===== src/rtl/cpu_pkg.sv =====
// Shared definitions for the program-counter stage: widths, pc_src encodings
// and default exception/reset vectors.
package cpu_pkg;

  localparam int unsigned ADDR_W = 32;
  localparam int unsigned JUMP_W = 26;
  localparam int unsigned IMM_W  = 16;

  typedef enum logic [1:0] {
    PCSRC_SEQ    = 2'b00,
    PCSRC_BRANCH = 2'b01,
    PCSRC_JUMP   = 2'b10,
    PCSRC_REG    = 2'b11
  } pcsrc_e;

  localparam logic [ADDR_W-1:0] DEF_RESET_VEC = 32'h8000_0000;
  localparam logic [ADDR_W-1:0] DEF_IRQ_VEC   = 32'h8000_0004;
  localparam logic [ADDR_W-1:0] DEF_EXC_VEC   = 32'h8000_0008;

endpackage


===== src/rtl/irq_latch.sv =====
// Rising-edge detector on the external interrupt line plus a sticky pending
// flag that clears only when the interrupt is actually taken.
module irq_latch (
  input  logic clk,
  input  logic reset,
  input  logic irq_in,
  input  logic take,
  output logic pending
);

  logic irq_d_q, irq_d_d;
  logic pending_q, pending_d;
  logic rise;

  // A new edge in the same cycle as a take keeps the flag set for that new event.
  always_comb begin
    rise      = irq_in & ~irq_d_q;
    irq_d_d   = irq_in;
    pending_d = rise | (pending_q & ~take);
  end

  always_ff @(posedge clk) begin
    if (reset) begin
      irq_d_q   <= 1'b0;
      pending_q <= 1'b0;
    end else begin
      irq_d_q   <= irq_d_d;
      pending_q <= pending_d;
    end
  end

  assign pending = pending_q;

endmodule


===== src/rtl/pc_unit.sv =====
// Program counter stage: next-PC selection, kernel-mode tracking via pc[31],
// interrupt/undefined-instruction redirects and retired-instruction counter.
module pc_unit
  import cpu_pkg::*;
#(
  parameter logic [31:0] RESET_VEC = DEF_RESET_VEC,
  parameter logic [31:0] IRQ_VEC   = DEF_IRQ_VEC,
  parameter logic [31:0] EXC_VEC   = DEF_EXC_VEC
) (
  input  logic        clk,
  input  logic        reset,
  input  logic        stall,
  input  logic        irq_in,
  input  logic        undef_inst,
  input  logic [1:0]  pc_src,
  input  logic        branch_taken,
  input  logic [15:0] imm16,
  input  logic [25:0] jump_target,
  input  logic [31:0] jr_target,
  output logic [31:0] pc,
  output logic [31:0] pc_plus4,
  output logic        kernel_mode,
  output logic        irq_take,
  output logic [31:0] exc_link,
  output logic [31:0] retired
);

  logic [ADDR_W-1:0] pc_q, pc_d;
  logic [ADDR_W-1:0] retired_q, retired_d;
  logic [ADDR_W-1:0] pc_plus4_c;
  logic [ADDR_W-1:0] br_off;
  logic [ADDR_W-1:0] br_target;
  logic              irq_pending;

  irq_latch u_irq (
    .clk     (clk),
    .reset   (reset),
    .irq_in  (irq_in),
    .take    (irq_take),
    .pending (irq_pending)
  );

  // Kernel code is never interrupted; a stalled instruction is not squashed.
  assign irq_take = irq_pending & ~pc_q[ADDR_W-1] & ~stall;

  always_comb begin
    pc_plus4_c = pc_q + ADDR_W'(4);
    br_off     = {{(ADDR_W-IMM_W-2){imm16[IMM_W-1]}}, imm16, 2'b00};
    br_target  = pc_plus4_c + br_off;
    br_target[ADDR_W-1] = pc_q[ADDR_W-1];

    pc_d      = pc_q;
    retired_d = retired_q;

    if (!stall) begin
      if (irq_take) begin
        pc_d = IRQ_VEC;
      end else if (undef_inst) begin
        pc_d = EXC_VEC;
      end else begin
        retired_d = retired_q + ADDR_W'(1);
        case (pcsrc_e'(pc_src))
          PCSRC_BRANCH: pc_d = branch_taken ? br_target : pc_plus4_c;
          PCSRC_JUMP:   pc_d = {pc_q[ADDR_W-1], pc_plus4_c[30:28], jump_target, 2'b00};
          // Mode bit can only be cleared by a register jump, never set.
          PCSRC_REG:    pc_d = {pc_q[ADDR_W-1] & jr_target[ADDR_W-1], jr_target[ADDR_W-2:0]};
          default:      pc_d = pc_plus4_c;
        endcase
      end
    end
  end

  always_ff @(posedge clk) begin
    if (reset) begin
      pc_q      <= RESET_VEC;
      retired_q <= '0;
    end else begin
      pc_q      <= pc_d;
      retired_q <= retired_d;
    end
  end

  assign pc          = pc_q;
  assign pc_plus4    = pc_plus4_c;
  assign kernel_mode = pc_q[ADDR_W-1];
  assign exc_link    = pc_q;
  assign retired     = retired_q;

endmodule


===== config.mk =====
export PLATFORM = sky130hd
export DESIGN_NAME = pc_unit
export DESIGN_NICKNAME = d
export VERILOG_FILES = /design/src/rtl/cpu_pkg.sv /design/src/rtl/irq_latch.sv /design/src/rtl/pc_unit.sv
export SDC_FILE = /design/constraint.sdc
export NUM_CORES = 1
export LEC_CHECK = 0
export CAP_MARGIN = 5
export CORE_MARGIN = 8
export CORE_UTILIZATION = 40
export CTS_BUF_LIST = sky130_fd_sc_hd__clkbuf_2 sky130_fd_sc_hd__clkbuf_4 sky130_fd_sc_hd__clkbuf_8
export CTS_CLUSTER_SIZE = 20
export DETAILED_ROUTE_END_ITERATION = 12
export GPL_TIMING_DRIVEN = 0
export HOLD_SLACK_MARGIN = 0.02
export PLACE_DENSITY_LB_ADDON = 0.15
export SYNTH_ARGS = -nofsm -noshare
export SYNTH_HDL_FRONTEND = slang
export SYNTH_SLANG_ARGS = --single-unit
export TNS_END_PERCENT = 1

===== constraint.sdc =====
create_clock -name clk -period 5.3 [get_ports clk]
set_input_delay 1.06 -clock clk [delete_from_list [all_inputs] [get_ports clk]]
set_output_delay 1.06 -clock clk [all_outputs]
set_load 0.01 [all_outputs]

Yosys cells after proc, flatten, opt, wreduce, memory -nomap -nowiden. Cells that the tools add are included.

Register bits after elaboration: 66. Output and inout port bits: 130. Input port bits: 82. Logic and storage cells: 30.

Equal/unequal tests: 5. Bitwise operators: 11. Multiplexer cells: 4. Reduce and logical (&&, ||, !) cells: 2. Add/subtract/negate cells: 3.

Operators by type and width (number): 32-bit 2-to-1 mux (3); 32-bit case mux with 3 select lines (1); 32-bit by 1-bit adder with 32-bit output (second input constant) (1); 32-bit by 3-bit adder with 32-bit output (second input constant) (1); 31-bit adder (1); 3-bit AND reduction (2); 1-bit AND (5); 1-bit NOT (5); 2-bit == test (second input constant) (2); 4-bit by 3-bit inequality test with 1-bit output (second input constant) (1); 3-bit by 2-bit inequality test with 1-bit output (second input constant) (1); 2-bit by 1-bit == test with 1-bit output (second input constant) (1); 1-bit OR (1).

Longest topological paths before layout. Gate-level depths: netlist of run 1.

Depth after elaboration: 6. Depth in mapped cells: 17. Mapped depth without buffers: 15.

Cells and area by module. From an unflattened synthesis of run 1, not the netlist that was laid out.

Cells, all modules: 809. Area total of the unflattened synthesis: 6044.5 um^2.

By module, submodules not included: pc_unit (sequential area each 1281.2 um^2, area each 5977.0 um^2, cells an instance 803, times used 1); irq_latch (sequential area each 40.0 um^2, area each 67.6 um^2, cells an instance 6, times used 1).

Worst setup path before layout of run 1. OpenSTA, ideal clock, no wires.

Path kind: reg-to-reg. Start: register pc_q[2] (netlist: exc_link[2]). End: register pc_q[29] (netlist: exc_link[29]). Cell stages (with the launch flop): 18. Data arrival time: 3939 ps. Setup time: 122 ps. Required time: 5178 ps. Slack: 1240 ps. Clock period less this slack: 4060 ps. Path buffers: 2. Path through: dfxtp_1 ha_1 nand3_1 nor3_1 and3_2 clkbuf_1 nand3_1 xnor2_1 ha_1 clkbuf_1 a21o_1 a21o_1 a2111oi_0 o21ai_0 o31ai_1 xnor2_1 a221oi_1 nor2_1.

Cells in the longest elaborated chain, start to end: 6.

RTL lines: start: declaration (line pc_unit.sv:28) `logic [ADDR_W-1:0] pc_q, pc_d;`; start signal: assignment (line pc_unit.sv:78) `pc_q <= pc_d;`; 32-bit by 3-bit adder with 32-bit output (line pc_unit.sv:47) `pc_plus4_c = pc_q + ADDR_W'(4);`; via pc_plus4[22] (line pc_unit.sv:21) `output logic [31:0] pc_plus4,`; 31-bit adder (line pc_unit.sv:49) `br_target = pc_plus4_c + br_off;`; 32-bit 2-to-1 mux (line pc_unit.sv:63) `PCSRC_BRANCH: pc_d = branch_taken ? br_target : pc_plus4_c;`; 32-bit case mux with 3 select lines (line pc_unit.sv:62) `case (pcsrc_e'(pc_src))`; 32-bit 2-to-1 mux (line pc_unit.sv:58) `end else if (undef_inst) begin`; 32-bit 2-to-1 mux (line pc_unit.sv:56) `if (irq_take) begin`.

The timed path passes the listed nets, and every way through them passes these cells. The select of a mux whose other input is x is not followed. A chain may end at the register's enable or synchronous reset.

Worst setup path in the final report of run 1.
Start: register pc_q[2] (netlist: exc_link[2]). End: register pc_q[30] (netlist: exc_link[30]).

Cells in the longest elaborated chain, start to end: 6.

RTL lines (line): 32-bit by 3-bit adder with 32-bit output (*) (pc_unit.sv:47); 31-bit adder (pc_unit.sv:49); 32-bit 2-to-1 mux (pc_unit.sv:63); 32-bit case mux with 3 select lines (*) (pc_unit.sv:62); 32-bit 2-to-1 mux (*) (pc_unit.sv:58); 32-bit 2-to-1 mux (*) (pc_unit.sv:56).

Every way passes the cells marked *; elsewhere a longest branch is shown, timed or not. The select of a mux whose other input is x is not followed.

==> results of run 1 <==
[power by group]
part           internal [W]  total [W]  switching, W  leakage, nW
combinational      0.000231   0.000492      0.000261         2.69
clock              0.000216   0.000438      0.000222       0.0990
sequential         0.000509   0.000534     0.0000258        0.535
total              0.000956    0.00146      0.000509         3.33
[flip-flops by register name, indices dropped and copies added (netlist names)]
signal	cells
retired	32
u_irq.pending	1
exc_link	32
u_irq.irq_d_q	1
[worst register-to-register path, stage by stage, from the launching register on]
cell and delay, ps:
dfxtp_1 510, ha_1 240, nand3_1 320, nor3_2 340
and3_2 230, clkbuf_1 240, nand3_1 140, xnor2_1 430
ha_1 190, clkbuf_1 320, nand4_1 350, nor4_2 420
nand3_1 190, o21ai_0 210, a2bb2oi_1 360, mux2i_1 230
a21oi_1 80
[how the worst max path moves through the flow]
stage / startpoint / to / depth (start not counted)
2_1_floorplan: exc_link[2]$_SDFFE_PP0N_ / exc_link[29]$_SDFFE_PP0N_ / 17
3_3_place_gp: exc_link[2]$_SDFFE_PP0N_ / exc_link[30]$_SDFFE_PP0N_ / 16
3_5_place_dp: exc_link[2]$_SDFFE_PP0N_ / exc_link[30]$_SDFFE_PP0N_ / 16
4_1_cts: exc_link[2]$_SDFFE_PP0N_ / exc_link[30]$_SDFFE_PP0N_ / 16
5_1_grt: exc_link[2]$_SDFFE_PP0N_ / exc_link[30]$_SDFFE_PP0N_ / 16
6_report: exc_link[2]$_SDFFE_PP0N_ / exc_link[30]$_SDFFE_PP0N_ / 16
[routing by layer]
metal	track usage	vias to the layer above	wire, um
li1	-	3482	-
met1	0.3341	3474	11430
met2	0.4096	406	11840
met3	0.06150	46	2352
met4	0.08229	0	703
met5	0	-	0
[stage by stage]
stage / total power (W) / hold slack (ps) / setup slack (ps)
6_report: 0.001464 / 489.1 / 368.4
4_1_cts: 0.001459 / 493.9 / 223.7
5_1_grt: 0.001528 / 515.7 / 32.60
2_1_floorplan: 0.0007989 / 444.6 / 1240
3_3_place_gp: 0.001026 / 457.5 / 242.1
3_5_place_dp: 0.001027 / 481.4 / 236.2
[cell usage after synthesis, drive strengths merged (14+ instances only)]
| master | number | area [um^2] |
|---|---|---|
| a21oi | 67 | 335.3 |
| a22oi | 14 | 105.1 |
| and3 | 15 | 95.09 |
| buf | 40 | 294.0 |
| clkbuf | 41 | 153.9 |
| dfxtp | 66 | 1321 |
| ha | 36 | 450.4 |
| inv | 16 | 60.06 |
| nand2 | 84 | 315.3 |
| nand3 | 27 | 135.1 |
| nand4 | 22 | 143.9 |
| nor2 | 83 | 311.6 |
| nor3 | 20 | 100.1 |
| o21ai | 61 | 305.3 |
| or3 | 16 | 100.1 |
| xnor2 | 35 | 306.5 |
| xor2 | 34 | 297.8 |
[cell families after synthesis]
family / after synthesis
xor gates and xnor gates: 69
buffers and inverters: 97
adders and majority gates: 37
muxes: 10
DFF: 66
AOI/OAI and AO/OA: 248
and+or+nand+nor: 315
[layout make-up]
type                       count  area share
clock inverter                 7    0.008060
sequential                    66      0.1520
tap                          188     0.02706
inverter                      16    0.006908
timing repair buffer         208      0.2395
clock buffer                   9     0.01425
multi-input combinational    679      0.5007
buffer                        81     0.05153
[repair_timing]
item / in CTS / in global routing
resized for setup: 0 / 2
buffers inserted: 0 / 0
endpoints found under the hold margin: 0 / 0
endpoints found under the setup margin: 0 / 2
==> impl_metrics.py, run 1 <==
metrics = {
    "place": {
        "postPlaceCellArea_mm2": 0.008488,
        "placedCellCount": 1238,
        "place.gp.congestion": 0.9587,
        "dp.final_hpwl_mm": 20.98,
        "io_buffers": 208,
    },
    "timing": {
        "slew_violations": 0,
        "fin_crit_sh": 0.9305,
        "setup_viol": 0,
        "min_period_ps": 4932,
        "worst_pin_slew_ps": 1152,
        "clock.fmax_mhz": 202.8,
        "rsz0062_at_grt": "no",
        "fin_skew_ps": 11.32,
        "finalHoldViolCount": 0,
        "tns_ps": 0,
        "slew_headroom": 0.2251,
    },
    "clocking": {
        "cts-hold-fix-buffers": 0,
        "clock-sinks": 66,
        "cts_max_level": 3,
        "root_buffer": "clkbuf_8",
        "clk_path_buf_depth": 2,
        "cts_tree": "done",
        "cts_made_buffers": 9,
        "insertion_delay_ps": 360,
        "path_clk_slew_ps": 90,
    },
    "routing": {
        "drtPass1Iterations": 5,
        "postRouteWirelength_mm": 26.33,
        "num_vias": 7408,
        "ant_nets": 0,
        "drc_errors": 0,
        "post_drt_wl_per_cell_um": 20.99,
        "vias_per_cell": 5.907,
        "drt_iter0_drc": 725,
    },
    "final_layout": {
        "final-seq-area_mm2": 0.001321,
        "final_common_cell": "clkdlybuf4s50_1",
        "final_cells": 1254,
        "fill_cells": 1462,
        "drive_gt1_frac": 0.06473,
        "final_cell_mix": "208 x clkdlybuf4s50_1, 84 x nand2_1, 83 x nor2_1",
        "antenna_cells": 0,
        "syn_to_final_growth_pct": 40.88,
        "stdcell_area_mm2": 0.008693,
        "nets": 1180,
        "post-route-util": 0.5740,
        "multi_input_area_mm2": 0.004353,
    },
    "setup_path": {
        "crit_top_cell": "nand3_1",
        "worstRegToRegCells": 16,
        "cp-start-kind": "flop",
        "rr_startpoint": "exc_link[2]$_SDFFE_PP0N_",
        "path_cells": "ha_1 -> nand3_1 -> nor3_2 -> and3_2 -> clkbuf_1 -> nand3_1 -> xnor2_1 -> ha_1 -> clkbuf_1 -> nand4_1 -> nor4_2 -> nand3_1 -> o21ai_0 -> a2bb2oi_1 -> mux2i_1 -> a21oi_1",
        "path_max_fanout": 9,
        "critPathCaptureType": "flop",
        "crit_buf_inv": 2,
        "max_stage_delay_ps": 510,
        "critical_path_class": "flop to flop",
        "crit_family": "simple AND/OR/NAND/NOR gates",
        "cp.required_ps": 5530,
        "cp.arrival_ps": 5160,
        "ff2ff_setup_slack_ps": 370,
        "r2r_end": "exc_link[30]$_SDFFE_PP0N_",
        "crit_slowest_cell": "dfxtp_1",
    },
    "floorplanning": {
        "initial_core_util": 0.4074,
        "dieArea_mm2": 0.01966,
        "fp.dieH_um": 140.2,
        "fp-row-count": 45,
        "design.core.area_mm2": 0.01515,
        "ios": 212,
        "die_x_um": 140.2,
    },
    "yosys": {
        "netlist_instances": 842,
        "synth_edf_count": 0,
        "ys_async_sr_fraction": 0,
        "synthesis.nets": 961,
        "synthMuxAreaShare": 0.01845,
        "yosys.area_share.simple": 0.2504,
        "synth_xor_area_frac": 0.09793,
        "synth_ff_type": "dfxtp_1",
        "synth_seq_area_share": 0.2141,
        "synthAdderAreaFrac": 0.07624,
        "ys_types": 74,
        "netlist_area_mm2": 0.006171,
        "ys_ff_latch": 66,
        "synth_top_family_by_area": "compound AO/OA/AOI/OAI gates",
        "syn_avg_cell_area_um2": 7.329,
        "ys.warnings.count": 0,
        "synth-compound-area-share": 0.2605,
    },
    "grt": {
        "grt_pass1_wl_mm": 39.92,
        "grt_overflow": 0,
        "grt_start_max_net_pins": 19,
        "first_global_vias": 7023,
        "antenna_found_initial": 0,
        "track_usage": 0.2569,
    },
    "flow_run": {
        "drv_cap": 0,
    },
    "power_and_ir_drop": {
        "ir_worst_vdd_uv": 120.2,
        "power_density_mw_per_mm2": 168.5,
        "p_leak_nw": 3.327,
    },
    "worst_hold_path": {
        "min_path_type": "flop to flop",
        "min_from": "u_irq.pending$_SDFF_PP0_",
        "hold_path_end": "u_irq.pending$_SDFF_PP0_",
        "hold_depth": 2,
    },
    "run_status": {
        "outcome": "complete, no violations",
    },
}
No activity file was read; power rests on OpenSTA's default activity.
==> run 2: changes to the inputs <==
--- a/config.mk
+++ b/config.mk
@@ -5,12 +5,13 @@
 export SDC_FILE = /design/constraint.sdc
 export NUM_CORES = 1
 export LEC_CHECK = 0
-export CAP_MARGIN = 5
+export CAP_MARGIN = 20
 export CORE_MARGIN = 8
 export CORE_UTILIZATION = 40
 export CTS_BUF_LIST = sky130_fd_sc_hd__clkbuf_2 sky130_fd_sc_hd__clkbuf_4 sky130_fd_sc_hd__clkbuf_8
 export CTS_CLUSTER_SIZE = 20
 export DETAILED_ROUTE_END_ITERATION = 12
+export GPL_ROUTABILITY_DRIVEN = 1
 export GPL_TIMING_DRIVEN = 0
 export HOLD_SLACK_MARGIN = 0.02
 export PLACE_DENSITY_LB_ADDON = 0.15
==> results of run 2 <==
The final DEF is identical to that of run 1; final timing and power are the same.
